==> config.mk <==
export PLATFORM = sky130hd
export DESIGN_NAME = scaler_h_step_ctrl
export DESIGN_NICKNAME = d
export VERILOG_FILES = /design/src/rtl/scaler_pkg.sv /design/src/rtl/scaler_div_serial.sv /design/src/rtl/scaler_h_step_ctrl.sv
export SDC_FILE = /design/constraint.sdc
export NUM_CORES = 1
export LEC_CHECK = 0
export CORE_AREA = 2 2 92 94
export CTS_CLUSTER_SIZE = 30
export DETAILED_ROUTE_END_ITERATION = 8
export DIE_AREA = 0 0 94 96
export HOLD_SLACK_MARGIN = 0.15
export PLACE_DENSITY = 0.84
export RECOVER_POWER = 50
export SYNTH_ARGS = -nofsm -noshare
export SYNTH_HDL_FRONTEND = slang
export SYNTH_SLANG_ARGS = --single-unit
==> constraint.sdc <==
create_clock -name clk -period 9.95 [get_ports clk]
set_clock_uncertainty 0.1 [all_clocks]
set_input_delay 1.4925 -clock clk [delete_from_list [all_inputs] [get_ports clk]]
set_output_delay 1.4925 -clock clk [all_outputs]
set_load 0.01 [all_outputs]
==> src/rtl/scaler_pkg.sv <==
`default_nettype none
// ==========================================================================
// Module   : scaler_pkg
// Purpose  : Shared constants and FSM state type for the horizontal step controller.
// Revision : 1.0
// ==========================================================================
package scaler_pkg;

  localparam int PIXEL_STEP_LOG2   = 12;
  localparam int DEF_PIXEL_STEP    = 1 << PIXEL_STEP_LOG2;
  localparam int DEF_WIDTH_W       = 12;
  localparam int DEF_STEP_WIDTH    = 16;

  typedef enum logic [1:0] {
    ST_IDLE = 2'd0,
    ST_DIV  = 2'd1,
    ST_PEND = 2'd2
  } h_state_e;

endpackage
`default_nettype wire

==> src/rtl/scaler_div_serial.sv <==
`default_nettype none
// ==========================================================================
// Module   : scaler_div_serial
// Purpose  : Restoring bit-serial divider, one quotient bit per cycle.
// Revision : 1.0
// ==========================================================================
module scaler_div_serial #(
  parameter int DIVIDEND_W = 24,
  parameter int DIVISOR_W  = 12
) (
  input  logic                  clk,
  input  logic                  rst,
  input  logic                  start,
  input  logic [DIVIDEND_W-1:0] dividend,
  input  logic [DIVISOR_W-1:0]  divisor,
  output logic                  busy,
  output logic                  done,
  output logic [DIVIDEND_W-1:0] quotient
);

  localparam int CNT_W = $clog2(DIVIDEND_W + 1);

  logic [DIVISOR_W-1:0]  rem_q,  rem_d;
  logic [DIVIDEND_W-1:0] quot_q, quot_d;
  logic [DIVISOR_W-1:0]  dsor_q, dsor_d;
  logic [CNT_W-1:0]      cnt_q,  cnt_d;
  logic                  busy_q, busy_d;
  logic                  done_q, done_d;

  logic [DIVISOR_W-1:0]  src_rem;
  logic [DIVIDEND_W-1:0] src_quot;
  logic [DIVISOR_W-1:0]  src_dsor;
  logic [DIVISOR_W:0]    shifted;
  logic                  ge;
  logic [DIVISOR_W-1:0]  step_rem;
  logic [DIVIDEND_W-1:0] step_quot;

  always_comb begin
    rem_d    = rem_q;
    quot_d   = quot_q;
    dsor_d   = dsor_q;
    cnt_d    = cnt_q;
    busy_d   = busy_q;
    done_d   = 1'b0;
    src_rem  = rem_q;
    src_quot = quot_q;
    src_dsor = dsor_q;
    // The first quotient bit is resolved on the start edge itself.
    if (start) begin
      src_rem  = '0;
      src_quot = dividend;
      src_dsor = divisor;
    end
    shifted   = {src_rem, src_quot[DIVIDEND_W-1]};
    ge        = (shifted >= {1'b0, src_dsor});
    step_rem  = ge ? DIVISOR_W'(shifted - {1'b0, src_dsor}) : shifted[DIVISOR_W-1:0];
    step_quot = {src_quot[DIVIDEND_W-2:0], ge};

    if (start) begin
      rem_d  = step_rem;
      quot_d = step_quot;
      dsor_d = divisor;
      cnt_d  = CNT_W'(DIVIDEND_W - 1);
      busy_d = 1'b1;
    end else if (busy_q) begin
      rem_d  = step_rem;
      quot_d = step_quot;
      cnt_d  = cnt_q - CNT_W'(1);
      if (cnt_q == CNT_W'(1)) begin
        busy_d = 1'b0;
        done_d = 1'b1;
      end
    end
  end

  always_ff @(posedge clk or posedge rst) begin
    if (rst) begin
      rem_q  <= '0;
      quot_q <= '0;
      dsor_q <= '0;
      cnt_q  <= '0;
      busy_q <= 1'b0;
      done_q <= 1'b0;
    end else begin
      rem_q  <= rem_d;
      quot_q <= quot_d;
      dsor_q <= dsor_d;
      cnt_q  <= cnt_d;
      busy_q <= busy_d;
      done_q <= done_d;
    end
  end

  assign busy     = busy_q;
  assign done     = done_q;
  assign quotient = quot_q;

endmodule
`default_nettype wire

==> src/rtl/scaler_h_step_ctrl.sv <==
`default_nettype none
// ==========================================================================
// Module   : scaler_h_step_ctrl
// Purpose  : Computes the horizontal scale step and applies it at frame start.
//            Optional line-width meter: SCALER_H_AUTO_WIDTH_EN.
// Revision : 1.0
// ==========================================================================
module scaler_h_step_ctrl
  import scaler_pkg::*;
#(
  parameter int PIXEL_STEP = DEF_PIXEL_STEP,
  parameter int WIDTH_W    = DEF_WIDTH_W,
  parameter int STEP_WIDTH = DEF_STEP_WIDTH
) (
  input  logic                  clk,
  input  logic                  rst,
  input  logic [WIDTH_W-1:0]    cfg_in_width,
  input  logic [WIDTH_W-1:0]    cfg_out_width,
  input  logic                  cfg_wr,
  output logic                  cfg_busy,
  output logic                  cfg_err,
  input  logic                  de_i,
  input  logic                  hs_i,
  input  logic                  vs_i,
  output logic [STEP_WIDTH-1:0] h_scale_step,
  output logic                  step_pending,
  output logic                  step_applied
`ifdef SCALER_H_AUTO_WIDTH_EN
  ,
  output logic [WIDTH_W-1:0]    meas_width
`endif
);

  localparam int STEP_LOG2 = $clog2(PIXEL_STEP);
  localparam int DIV_W     = WIDTH_W + STEP_LOG2;

  logic                  fs;
  logic [WIDTH_W-1:0]    eff_in;
  logic                  req_ok;
  logic                  div_start;
  logic                  div_busy;
  logic                  div_done;
  logic [DIV_W-1:0]      div_quot;
  logic [STEP_WIDTH-1:0] pend_step;

  h_state_e              state_q, state_d;
  logic [STEP_WIDTH-1:0] h_step_q, h_step_d;
  logic                  busy_q, busy_d;
  logic                  err_q, err_d;
  logic                  pending_q, pending_d;
  logic                  applied_q, applied_d;

  assign fs = de_i & vs_i & hs_i;

`ifdef SCALER_H_AUTO_WIDTH_EN
  logic [WIDTH_W-1:0] line_cnt_q, line_cnt_d;
  logic               line_act_q, line_act_d;
  logic [WIDTH_W-1:0] meas_q, meas_d;

  // Count runs from one qualified line start up to (not including) the next.
  always_comb begin
    line_cnt_d = line_cnt_q;
    line_act_d = line_act_q;
    meas_d     = meas_q;
    if (de_i) begin
      if (hs_i) begin
        if (line_act_q) meas_d = line_cnt_q;
        line_act_d = 1'b1;
        line_cnt_d = WIDTH_W'(1);
      end else if (line_act_q && (line_cnt_q != '1)) begin
        line_cnt_d = line_cnt_q + WIDTH_W'(1);
      end
    end
  end

  always_ff @(posedge clk or posedge rst) begin
    if (rst) begin
      line_cnt_q <= '0;
      line_act_q <= 1'b0;
      meas_q     <= '0;
    end else begin
      line_cnt_q <= line_cnt_d;
      line_act_q <= line_act_d;
      meas_q     <= meas_d;
    end
  end

  assign meas_width = meas_q;
  assign eff_in     = (cfg_in_width == '0) ? meas_q : cfg_in_width;
`else
  assign eff_in     = cfg_in_width;
`endif

  assign req_ok = (eff_in != '0) && (cfg_out_width != '0) && !div_busy;

  scaler_div_serial #(
    .DIVIDEND_W (DIV_W),
    .DIVISOR_W  (WIDTH_W)
  ) u_div (
    .clk      (clk),
    .rst      (rst),
    .start    (div_start),
    .dividend ({eff_in, {STEP_LOG2{1'b0}}}),
    .divisor  (cfg_out_width),
    .busy     (div_busy),
    .done     (div_done),
    .quotient (div_quot)
  );

  generate
    if (DIV_W > STEP_WIDTH) begin : g_sat
      assign pend_step = (|div_quot[DIV_W-1:STEP_WIDTH]) ? '1 : div_quot[STEP_WIDTH-1:0];
    end else begin : g_nosat
      assign pend_step = STEP_WIDTH'(div_quot);
    end
  endgenerate

  always_comb begin
    state_d   = state_q;
    h_step_d  = h_step_q;
    err_d     = err_q;
    applied_d = 1'b0;
    div_start = 1'b0;
    case (state_q)
      ST_IDLE, ST_PEND: begin
        // A new request always supersedes an unapplied result.
        if (cfg_wr) begin
          if (req_ok) begin
            div_start = 1'b1;
            err_d     = 1'b0;
            state_d   = ST_DIV;
          end else begin
            err_d     = 1'b1;
            state_d   = ST_IDLE;
          end
        end else if ((state_q == ST_PEND) && fs) begin
          h_step_d  = pend_step;
          applied_d = 1'b1;
          state_d   = ST_IDLE;
        end
      end
      ST_DIV: begin
        if (div_done) state_d = ST_PEND;
      end
      default: state_d = ST_IDLE;
    endcase
    busy_d    = (state_d == ST_DIV);
    pending_d = (state_d == ST_PEND);
  end

  always_ff @(posedge clk or posedge rst) begin
    if (rst) begin
      state_q   <= ST_IDLE;
      h_step_q  <= STEP_WIDTH'(PIXEL_STEP);
      busy_q    <= 1'b0;
      err_q     <= 1'b0;
      pending_q <= 1'b0;
      applied_q <= 1'b0;
    end else begin
      state_q   <= state_d;
      h_step_q  <= h_step_d;
      busy_q    <= busy_d;
      err_q     <= err_d;
      pending_q <= pending_d;
      applied_q <= applied_d;
    end
  end

  assign h_scale_step = h_step_q;
  assign cfg_busy     = busy_q;
  assign cfg_err      = err_q;
  assign step_pending = pending_q;
  assign step_applied = applied_q;

endmodule
`default_nettype wire
== Word-level counts from Yosys, hierarchy flattened ==
Index checks and enable logic that the tools add are counted.
Widths: inputs -> output; s select.

* Input bits: 30
* Logic and storage cells: 64
* Bits in registers: 77

* Reduce and logical (&&, ||, !) cells: 12
* Bitwise gates (word level): 3
* Muxes and demuxes: 29
* Add/subtract/negate cells: 2
* Magnitude comparators: 1
* Eq/ne operators: 5

{| class="wikitable"
|+ Operator list
! operator !! number
|-
| $mux 24 || 3
|-
| $mux 12 || 5
|-
| $reduce_bool 12->1 || 2
|-
| $mux 16 || 1
|-
| $mux 1 || 14
|-
| $ge 13x12->1 || 1
|-
| $sub 12x12->12 || 1
|-
| $mux 5 || 2
|-
| $reduce_or 8->1 || 1
|-
| $mux 2 || 3
|-
| $eq 5x1->1 const B || 1
|-
| $sub 5x1->5 const B || 1
|-
| $eq 2x1->1 const B || 2
|-
| $eq 2x2->1 const B || 2
|-
| $pmux 2 s2 || 1
|-
| $logic_and 1x1->1 || 3
|-
| $reduce_and 3->1 || 1
|-
| $and 1x1->1 || 2
|-
| $logic_not 2->1 || 1
|-
| $reduce_and 2->1 || 1
|-
| $reduce_bool 2->1 || 1
|-
| $reduce_or 2->1 || 1
|-
| $logic_not 1->1 || 1
|-
| $not 1->1 || 1
|}

== Logic depth before layout (Yosys ltp) ==
Gate-level depths: netlist (run 1).

* Word-level depth: 11
* Mapped depth: 21
* Depth with buffers taken out: 15

== By module ==
From an unflattened synthesis (run 1), not the netlist that was laid out.

* Cells, all modules: 397
* Area total of the unflattened synthesis: 4,091.4 um^2

{| class="wikitable"
|+ By module, submodules not included
! module !! cells each !! times used !! area each (um^2)
|-
| scaler_div_serial || 328 || 1 || 3,196.8
|-
| scaler_h_step_ctrl || 69 || 1 || 894.6
|}

== Least setup slack after synthesis (run 1) ==
OpenSTA, ideal clock, no wires.

* Path kind: in2reg
* Start: input port cfg_out_width[6]
* End: register u_div.rem_q[4]
* Data arrival time: 5.247 ns
* Path slack: 4.478 ns
* Stages: 16
* Required time: 9.725 ns
* Buffers on the path: 3
* Cell sequence: or4_4 o31a_1 buf_6 nand2_1 buf_2 buf_2 mux2i_1 ha_1 and2_1 or2_2 a221oi_1 o21ai_1 a211oi_2 o21ai_2 mux2_1 mux2_2

* Word-level cells in the longest chain between the ends: 11
* Elaborated cells on any way between the ends: 15
* Those cells by class: add/sub (1); order compare (1); mux (9); reduce/logical (4)

{| class="wikitable"
|+ Ends and longest elaborated chain
! what !! line !! RTL
|-
| start, declared || scaler_h_step_ctrl.sv:18 || <nowiki>input logic [WIDTH_W-1:0] cfg_out_width,</nowiki>
|-
| $reduce_bool 12->1 || scaler_h_step_ctrl.sv:94 || <nowiki>assign req_ok = (eff_in != '0) && (cfg_out_width != '0) && !div_busy;</nowiki>
|-
| $logic_and 1x1->1 (2 in series) || scaler_h_step_ctrl.sv:94 ||
|-
| $mux 1 || scaler_h_step_ctrl.sv:128 || <nowiki>if (req_ok) begin</nowiki>
|-
| $mux 1 || scaler_h_step_ctrl.sv:127 || <nowiki>if (cfg_wr) begin</nowiki>
|-
| $mux 1 || scaler_h_step_ctrl.sv:124 || <nowiki>case (state_q)</nowiki>
|-
| $mux 24, or another cell as far along || scaler_div_serial.sv:49 || <nowiki>if (start) begin</nowiki>
|-
| $sub 12x12->12 or $ge 13x12->1 (tied branches) || scaler_div_serial.sv:56, scaler_div_serial.sv:55 ||
|-
| $mux 12 || scaler_div_serial.sv:56 || <nowiki>step_rem = ge ? DIVISOR_W'(shifted - {1'b0, src_dsor}) : shifted[DIVISOR_W-1:0];</nowiki>
|-
| $mux 12 || scaler_div_serial.sv:65 || <nowiki>end else if (busy_q) begin</nowiki>
|-
| $mux 12 || scaler_div_serial.sv:59 || <nowiki>if (start) begin</nowiki>
|-
| end signal, assigned || scaler_div_serial.sv:85 || <nowiki>rem_q <= rem_d;</nowiki>
|-
| end, declared || scaler_div_serial.sv:23 || <nowiki>logic [DIVISOR_W-1:0] rem_q, rem_d;</nowiki>
|}

Parallel ways exist; a longest one is shown, timed or not. The select of a mux whose other input is x is not followed.
A chain may end at the register's enable or synchronous reset.

== Final worst setup path (run 1) ==
Ends and elaborated chain as after synthesis.

==> out/summary.txt, run 1 <==
Leakage: 2.32 nW
Tot GR Track Use: 23.1%
Violated checks: max-capacitance violations, max-slew violations
Antenna violations before repair: 0
I/O Pins: 50
Largest net degree at the start of global routing: 78
Tmin final: 6.69 ns
CP Class: in -> reg
Max FO, Critical Path: 27
Starting Density: 53.0%
H-tree levels: 3
R2r setup slk: 3.48 ns
Layout Area Growth over Synthesis: 16.7%
Count leader, synth: dfrtp_1
Post-synth top cells: dfrtp_1, nand2_1, mux2i_1
Share of the synthesized area in the top cell type: 44.6%
Ant diodes: 0
Post-Syn Instances: 424
Dpl hpwl: 6870 µm
Post-CTS Setup Repair Bufs: 0
Slew HR: -166%
Gr ovfl total: 0
CTS Sinks: 77
Routed Wire Length: 9750 µm
Vias: 3,419
Register area share after synthesis: 45.2%
Worst-path clk slew: 0.08 ns
Kind of path behind the tightest hold check: reg -> reg
Pwr/cell area: 364 nW/µm²
Main synth FF type: dfrtp_1
Average size of a mapped cell: 10.1 µm²
Achievable Freq: 149 MHz
Row cnt: 33
RSZ-0062 raised after global routing: no
GP Congestion: 0.937
Fin cells: 578
Post-synth top area cell: dfrtp_1
CTS Buf Count: 9
Required time worst endpoint: 10.09 ns
Final setup fails: 0
Max Cap Viol: 2
Max VDD drop: 0.150 mV
Overall power: 1.82 mW
Final Cycle Share: 67.2%
Synth cell types: 65
Dpl cells: 562
Iteration-0 DRC Markers: 258
Layout cell share with drive strength beyond 1: 9.09%
Worst slew pin tran: 3.99 ns
Clock Tree Buf Depth: 2
Worst path arrival time: 6.83 ns
Root Buffer: clkbuf_8
Reg area: 1930 µm²
Hold_buf cts: 0
Post-DRT Antenna Nets: 0
Die H: 96 µm
Clock latency on the worst-skew pair: 0.35 ns
Nets: 510
Vias in the first global route: 3,379
Synth Register Bits: 77
Synth Warn #: 0
Outcome: finished, violations left
FFs w/ async S/R, synth: 100%
Die Area: 9020 µm²
Post-synth EDFFs: 0
Routed WL per cell: 16.9 µm
Post-CTS sizing: 0
Core Region: 8050 µm²
DRC viols: 0
Max-slew violations: 118
Syn_nets: 466
Final Hold Fails: 0
Filler cells: 656
First-pass DRT Iterations: 5
First-pass GRT wire length: 16,300 µm
Vias per inst: 5.92
Setup TNS: 0 ns
Setup crit end kind: flip-flop
CTS tree: done
Top cells by area, synth: dfrtp_1, mux2i_1, nand2_1, ha_1, o22a_1
Post-Synthesis Cell Area: 4270 µm²
Port-buffer cells: 49
Crit start category: primary input
Multi-input logic area: 2130 µm²
Die width: 94 µm
[cell type report]
class / instances / area share [%]
Multi-Input combinational cell: 301 / 42.9
Inverter: 25 / 1.88
Timing Repair Buffer: 54 / 10.4
Clock buffer: 10 / 2.56
Tap cell: 105 / 2.64
Sequential cell: 77 / 38.7
Clock inverter: 6 / 0.955
[logic make-up (layout without fill, tap and decap cells)]
group | count (synthesis) | in the layout | synth area share (%)
fa+ha+maj | 13 | 13 | 3.75
mux | 38 | 38 | 9.12
simple gates | 134 | 134 | 15.8
xor+xnor | 15 | 15 | 3.08
buf+inv | 46 | 95 | 4.81
flops | 77 | 77 | 45.2
compound gates | 101 | 101 | 18.2
[placed cells by master, fill, tap and decap left out, types with 3 or more instances in the layout]
cell / instances
inv_1: 24
clkbuf_8: 9
nor4_1: 7
nand3_1: 8
o21ai_0: 22
clkinv_4: 3
o22a_1: 17
a21oi_1: 10
nor3_1: 5
or4_4: 3
a221oi_1: 3
clkdlybuf4s50_1: 41
ha_1: 12
nor2_1: 21
a21boi_0: 3
dlygate4sd3_1: 8
dfrtp_1: 76
mux2i_1: 34
and3_1: 4
clkbuf_1: 4
nand2_1: 56
nand4_1: 4
o211ai_1: 3
xor2_1: 6
o21ai_1: 7
a31oi_1: 3
xnor2_1: 9
o21a_1: 3
and2_1: 12
a32oi_1: 6
[where the power goes]
part	total [mW]	switching, mW	internal (mW)
combinational	1.07	0.603	0.468
clock	0.216	0.123	0.0924
sequential	0.528	0.0901	0.438
[per-stage QoR]
step / hold slack [ns] / area (µm²) / worst slack [ns] / util, %
after floorplan: 0.341 / 4270 / 4.48 / -
after global placement: 0.359 / 4820 / 3.11 / 59.8
after detailed placement: 0.362 / 4820 / 2.99 / 59.8
after CTS: 0.381 / 4990 / 3.34 / 62.0
after global routing: 0.403 / 4980 / 3.06 / 61.8
final: 0.376 / 4980 / 3.26 / 61.8
[sequential cells by signal, indices dropped and copies added, names as in the netlist]
signal and flops:
cfg_err 1, u_div.dsor_q 12, u_div.done 1, step_pending 1
u_div.busy 1, step_applied 1, cfg_busy 1, u_div.cnt_q 5
h_scale_step 16, u_div.quotient 24, u_div.rem_q 12, state_q 2
[layer usage]
metal  track usage [%]  part of all wire [%]  vias to the layer above
li1                  -                     -                     1623
met1              31.6                    46                     1667
met2              37.3                    48                      116
met3              3.52                   4.3                       13
met4              9.06                   1.6                        0
met5                 0                     0                        -
[critical path: stages]
cell	delay [ns]
clkdlybuf4s50_1	0.44
or4_4	0.57
o31a_1	0.46
nand2_1	0.46
buf_4	0.41
mux2i_1	0.21
ha_1	0.28
nand2b_1	0.18
o41a_2	0.43
a22oi_2	0.27
a211oi_2	0.13
o21ai_2	0.84
mux2_1	0.39
mux2_2	0.26
[final timing paths]
check | start | endpoint | depth (start not counted)
min | u_div.dsor_q[8] | u_div.dsor_q[8] | 2
max | cfg_out_width[6] | u_div.rem_q[4] | 14
min in group asynchronous | rst | step_applied | 3
min reg2reg | u_div.dsor_q[8] | u_div.dsor_q[8] | 2
max in group asynchronous | rst | u_div.quotient[16] | 3
max reg2reg | u_div.busy | u_div.rem_q[4] | 14
Power figures use the tool's default switching activity.
==> run 2: changes to the inputs <==
Settings changed: CORE_AREA 2 2 92 94 to 2 2 95 97, DIE_AREA 0 0 94 96 to 0 0 97 99, PLACE_DENSITY 0.84 to 0.83.
Clock period 9.95 ns to 5.6 ns, I/O delays scaled along.
==> run 2 against run 1 <==
The run still ends with max-capacitance violations, max-slew violations left. Clock-buffer cell count is 1 lower. Global-route usage decreased by 1.8 points. Setup slack worse by 2.6 ns. Register-to-register slack got worse by 1.9 ns. Non-clock buffer count increased by 8. Final cell count up 1.9%. Die area up 6.4%. Flip-flop and latch count unchanged. Cell area grew 1.6%. First-iteration DRC count down 5.4%. Routed wire length increased by 1.3%.
==> out/summary.txt, run 2 (synthesis results as in run 1) <==
DRC viols: 0
Critical path's slowest cell: or4_4
Cell Chain, Critical Path: clkdlybuf4s50_1 > or4_4 > o31a_1 > nand2_1 > mux2i_1 > ha_1 > and2_1 > or2_2 > a221oi_1 > o21ai_1 > a211oi_2 > o21ai_2 > mux2_1 > mux2_2
Outcome: finished, violations left
Max reg flops: 24
GP Congestion: 0.937
H-tree levels: 3
Worst-path clk slew: 0.09 ns
Layout Area Growth over Synthesis: 18.7%
Achievable Freq: 204 MHz
Max FO, Critical Path: 8
Tot GR Track Use: 21.3%
Die Area: 9600 µm²
Tmin final: 4.91 ns
Post-CTS Setup Repair Bufs: 0
RSZ-0062 raised after global routing: no
I/O Pins: 50
CP Class: in -> reg
Worst path arrival time: 5.07 ns
Kind of path behind the tightest hold check: reg -> reg
Iteration-0 DRC Markers: 244
CTS Buf Count: 9
Vias: 3,521
Post-DRT Antenna Nets: 0
Core Region: 8550 µm²
Ant diodes: 0
First-pass GRT wire length: 16,700 µm
Final Cycle Share: 87.7%
Violated checks: max-capacitance violations, max-slew violations
First-pass DRT Iterations: 5
Setup crit end kind: flip-flop
CP top delay family: simple AND/OR/NAND/NOR gates
Most frequent cells in the layout: dfrtp_1, nand2_1, clkdlybuf4s50_1, mux2i_1, inv_1
Die H: 99 µm
Routed Wire Length: 9880 µm
CP peak stage delay: 0.55 ns
Pwr/cell area: 646 nW/µm²
Crit path buffers/inverters: 1
Row cnt: 34
Hold WS: 0.395 ns
Clock latency on the worst-skew pair: 0.37 ns
Most common cell after layout, fill and taps aside: dfrtp_1
Crit start category: primary input
Vias in the first global route: 3,459
Setup TNS: 0 ns
Required time worst endpoint: 5.76 ns
Final Hold Fails: 0
Port-buffer cells: 49
Clock Tree Buf Depth: 2
Root Buffer: clkbuf_8
Dpl hpwl: 7070 µm
Leakage: 2.37 nW
CTS Sinks: 77
Nets: 518
Starting Density: 49.9%
Hold_buf cts: 0
Worst slew pin tran: 1.92 ns
Max VDD drop: 0.260 mV
Post-CTS sizing: 0
Largest net degree at the start of global routing: 78
Layout cell share with drive strength beyond 1: 11.0%
Gr ovfl total: 0
Routed WL per cell: 16.8 µm
CTS tree: done
Final setup fails: 0
Vias per inst: 5.98
Slew HR: -28.1%
Max Cap Viol: 2
Max-slew violations: 117
Die width: 97 µm
Antenna violations before repair: 0
[run 2: power breakdown]
part / internal (mW) / switching [mW] / leakage (nW)
clock: 0.173 / 0.239 / 0.0997
sequential: 0.778 / 0.161 / 0.963
combinational: 0.857 / 1.06 / 1.31
[run 2: worst min-delay path: cells and delay by family (launching register included)]
kind | cells | cell delay (ns)
flops | 1 | 0.33
simple gates | 2 | 0.13
[run 2: cell type report]
class | instances | area (µm²)
sequential | 77 | 1930
clock buffer | 9 | 124
multi-input combinational | 301 | 2130
tap | 108 | 135
timing repair buffer | 62 | 578
inverter | 25 | 93.8
fill | 677 | 3490
clock inverter | 7 | 67.6
[run 2: final timing paths]
| path | start | end | slack, ns | cells past startpoint |
|---|---|---|---|---|
| max in group asynchronous | rst | u_div.rem_q[9] | 2.85 | 3 |
| worst max register to register | state_q[0] | u_div.rem_q[10] | 1.62 | 15 |
| min in group asynchronous | rst | step_applied | 1.46 | 3 |
| worst min-delay path | u_div.dsor_q[10] | u_div.dsor_q[10] | 0.40 | 2 |
| worst max-delay path | cfg_out_width[7] | u_div.rem_q[4] | 0.69 | 14 |
| worst min register to register | u_div.dsor_q[10] | u_div.dsor_q[10] | 0.40 | 2 |
[run 2: stage by stage]
step	instances	area [µm²]	setup WS (ns)	total power [mW]	util [%]
finish	589	5060	0.691	3.27	59.2
global route	589	5060	0.449	3.54	59.2
CTS	589	5070	0.725	3.26	59.3
detailed placement	573	4880	0.343	2.83	57.1
global placement	573	4880	0.414	2.78	57.1
floorplan	424	4270	0.780	2.43	-
[run 2: routing by layer]
metal,track usage (%),part of all wire [%],vias up
met5,0,0,-
met1,28.2,46,1771
li1,-,-,1641
met2,35.5,48,86
met4,8.45,2.3,0
met3,3.26,3.7,23
==> variant, RTL diff (config.mk and constraints of run 2) <==
The option `SCALER_H_AUTO_WIDTH_EN` is turned on by a define.
--- a/src/rtl/scaler_h_step_ctrl.sv
+++ b/src/rtl/scaler_h_step_ctrl.sv
@@ -7,2 +7,4 @@
 // ==========================================================================
+`define SCALER_H_AUTO_WIDTH_EN
+
 module scaler_h_step_ctrl
Check against the original RTL (old outputs only; new: meas_width): not equivalent (a bounded check fails within 4 cycles, from zero or initial values and one cycle with rst high).
==> variant against run 2 <==
Design area rose by 17%; largest cell class is now sequential cells; critical path depth fell by 1; non-clock buffer count rose by 5; routed wire length increased by 13%; worst setup slack gained 0.048 ns; synthesized area up 18%; largest power group unchanged; sequential cell count is 25 higher; highest routed layer unchanged; power is 0.58% lower; core utilization grew 10 points; the run still ends with max-capacitance violations, max-slew violations left; fmax increased by 0.98%.
==> variant: results (changes against run 2) <==
Final #Nets = 590 (+14%)
Total Power = 3250 uW (-0.58%)
Inverter count = 20 (-20%)
Critical Path End = u_div.rem_q[0]$_DFFE_PP0P_
DP Area = 0.00572 mm2 (+17%)
Top cells by count, synth = 101 x dfrtp_1, 75 x nand2_1, 24 x nor2_1
CP max stage delay = 0.47 ns (-0.08 ns)
Least-Margin Pin Slew = 1.92 ns (+0.00138 ns)
Crit. Startpoint = cfg_out_width[3]
Hold Slack = 0.404 ns (+0.00857 ns)
Critical R2R Launch = meas_width[0]$_DFFE_PP0P_
Non-clock buffer count = 67 (+8.1%)
Dpl ws = 0.402 ns (+0.0592 ns)
RD Place Congestion = 0.941 (+0.42%)
Leak = 0.00281 uW (+19%)
Final Routed Wirelength = 11200 um (+13%)
Number of port buffers = 61 (+24%)
Synth area leaders = dfrtp_1 50%, nand2_1 5.6%, ha_1 3.7%
Clk pwr = 493 uW (+19%)
Wirelength per Cell = 17.0 um (+1.4%)
Max-Cap Viols = 2 (unchanged)
Outcome = finished with violations
Layout cell share with drive strength beyond 1 = 8.38% (-2.6 points)
Multi-input gate count = 344 (+14%)
Largest net degree at the start of global routing = 62 (-21%)
GRT Overall Usage = 24.0% (+2.7 points)
Vias in the first global route = 3822 (+10%)
Failing checks = max-capacitance violations, max-slew violations
Hold Path Depth = 1 (-1)
Sequential standard cell area = 0.00255 mm2 (+32%)
NonClk Buf Share = 11.0% (-0.46 points)
Final-layout clock-cell area share = 3.55% (-0.23 points)
CP max FO = 34 (+26)
Post-layout util = 69.3% (+10 points)
Yosys cell types = 53 (-18%)
Initial DRC Count = 282 (+16%)
Final Max Slew Viols = 96 (-18%)
Post-Syn Area = 0.00503 mm2 (+18%)
Placed instance count = 641 (+12%)
Detailed-route via count = 3937 (+12%)
Syn nets = 535 (+15%)
-- variant: cell count changes after synthesis, moves of 8 or more --
cell / before / now
xor2_1: 6 / 14
mux2_2: 2 / 15
o221ai_1: 0 / 15
dfrtp_1: 76 / 101
nand2_1: 56 / 75
a21oi_1: 10 / 21
mux2i_1: 34 / 14
-- variant: logic make-up (layout without fill, tap and decap cells) --
logic type      after synthesis  after routing  share of synthesized area [%]
buf+inv                      43            103                           3.65
compound gates              104            104                           15.1
flops                       102            102                           50.7
mux                          29             29                           6.14
simple gates                172            172                           16.3
xor+xnor                     23             23                           4.00
fa+ha+maj                    16             16                           4.13
-- variant: routing by layer --
metal / up-vias / wire [um] / track usage, % / share of wire [%]
met2: 141 / 5330 / 38.1 / 48
met3: 19 / 626 / 3.19 / 5.6
li1: 1856 / - / - / -
met4: 0 / 235 / 10.4 / 2.1
met1: 1921 / 4980 / 33.4 / 45
met5: - / 0 / 0 / 0
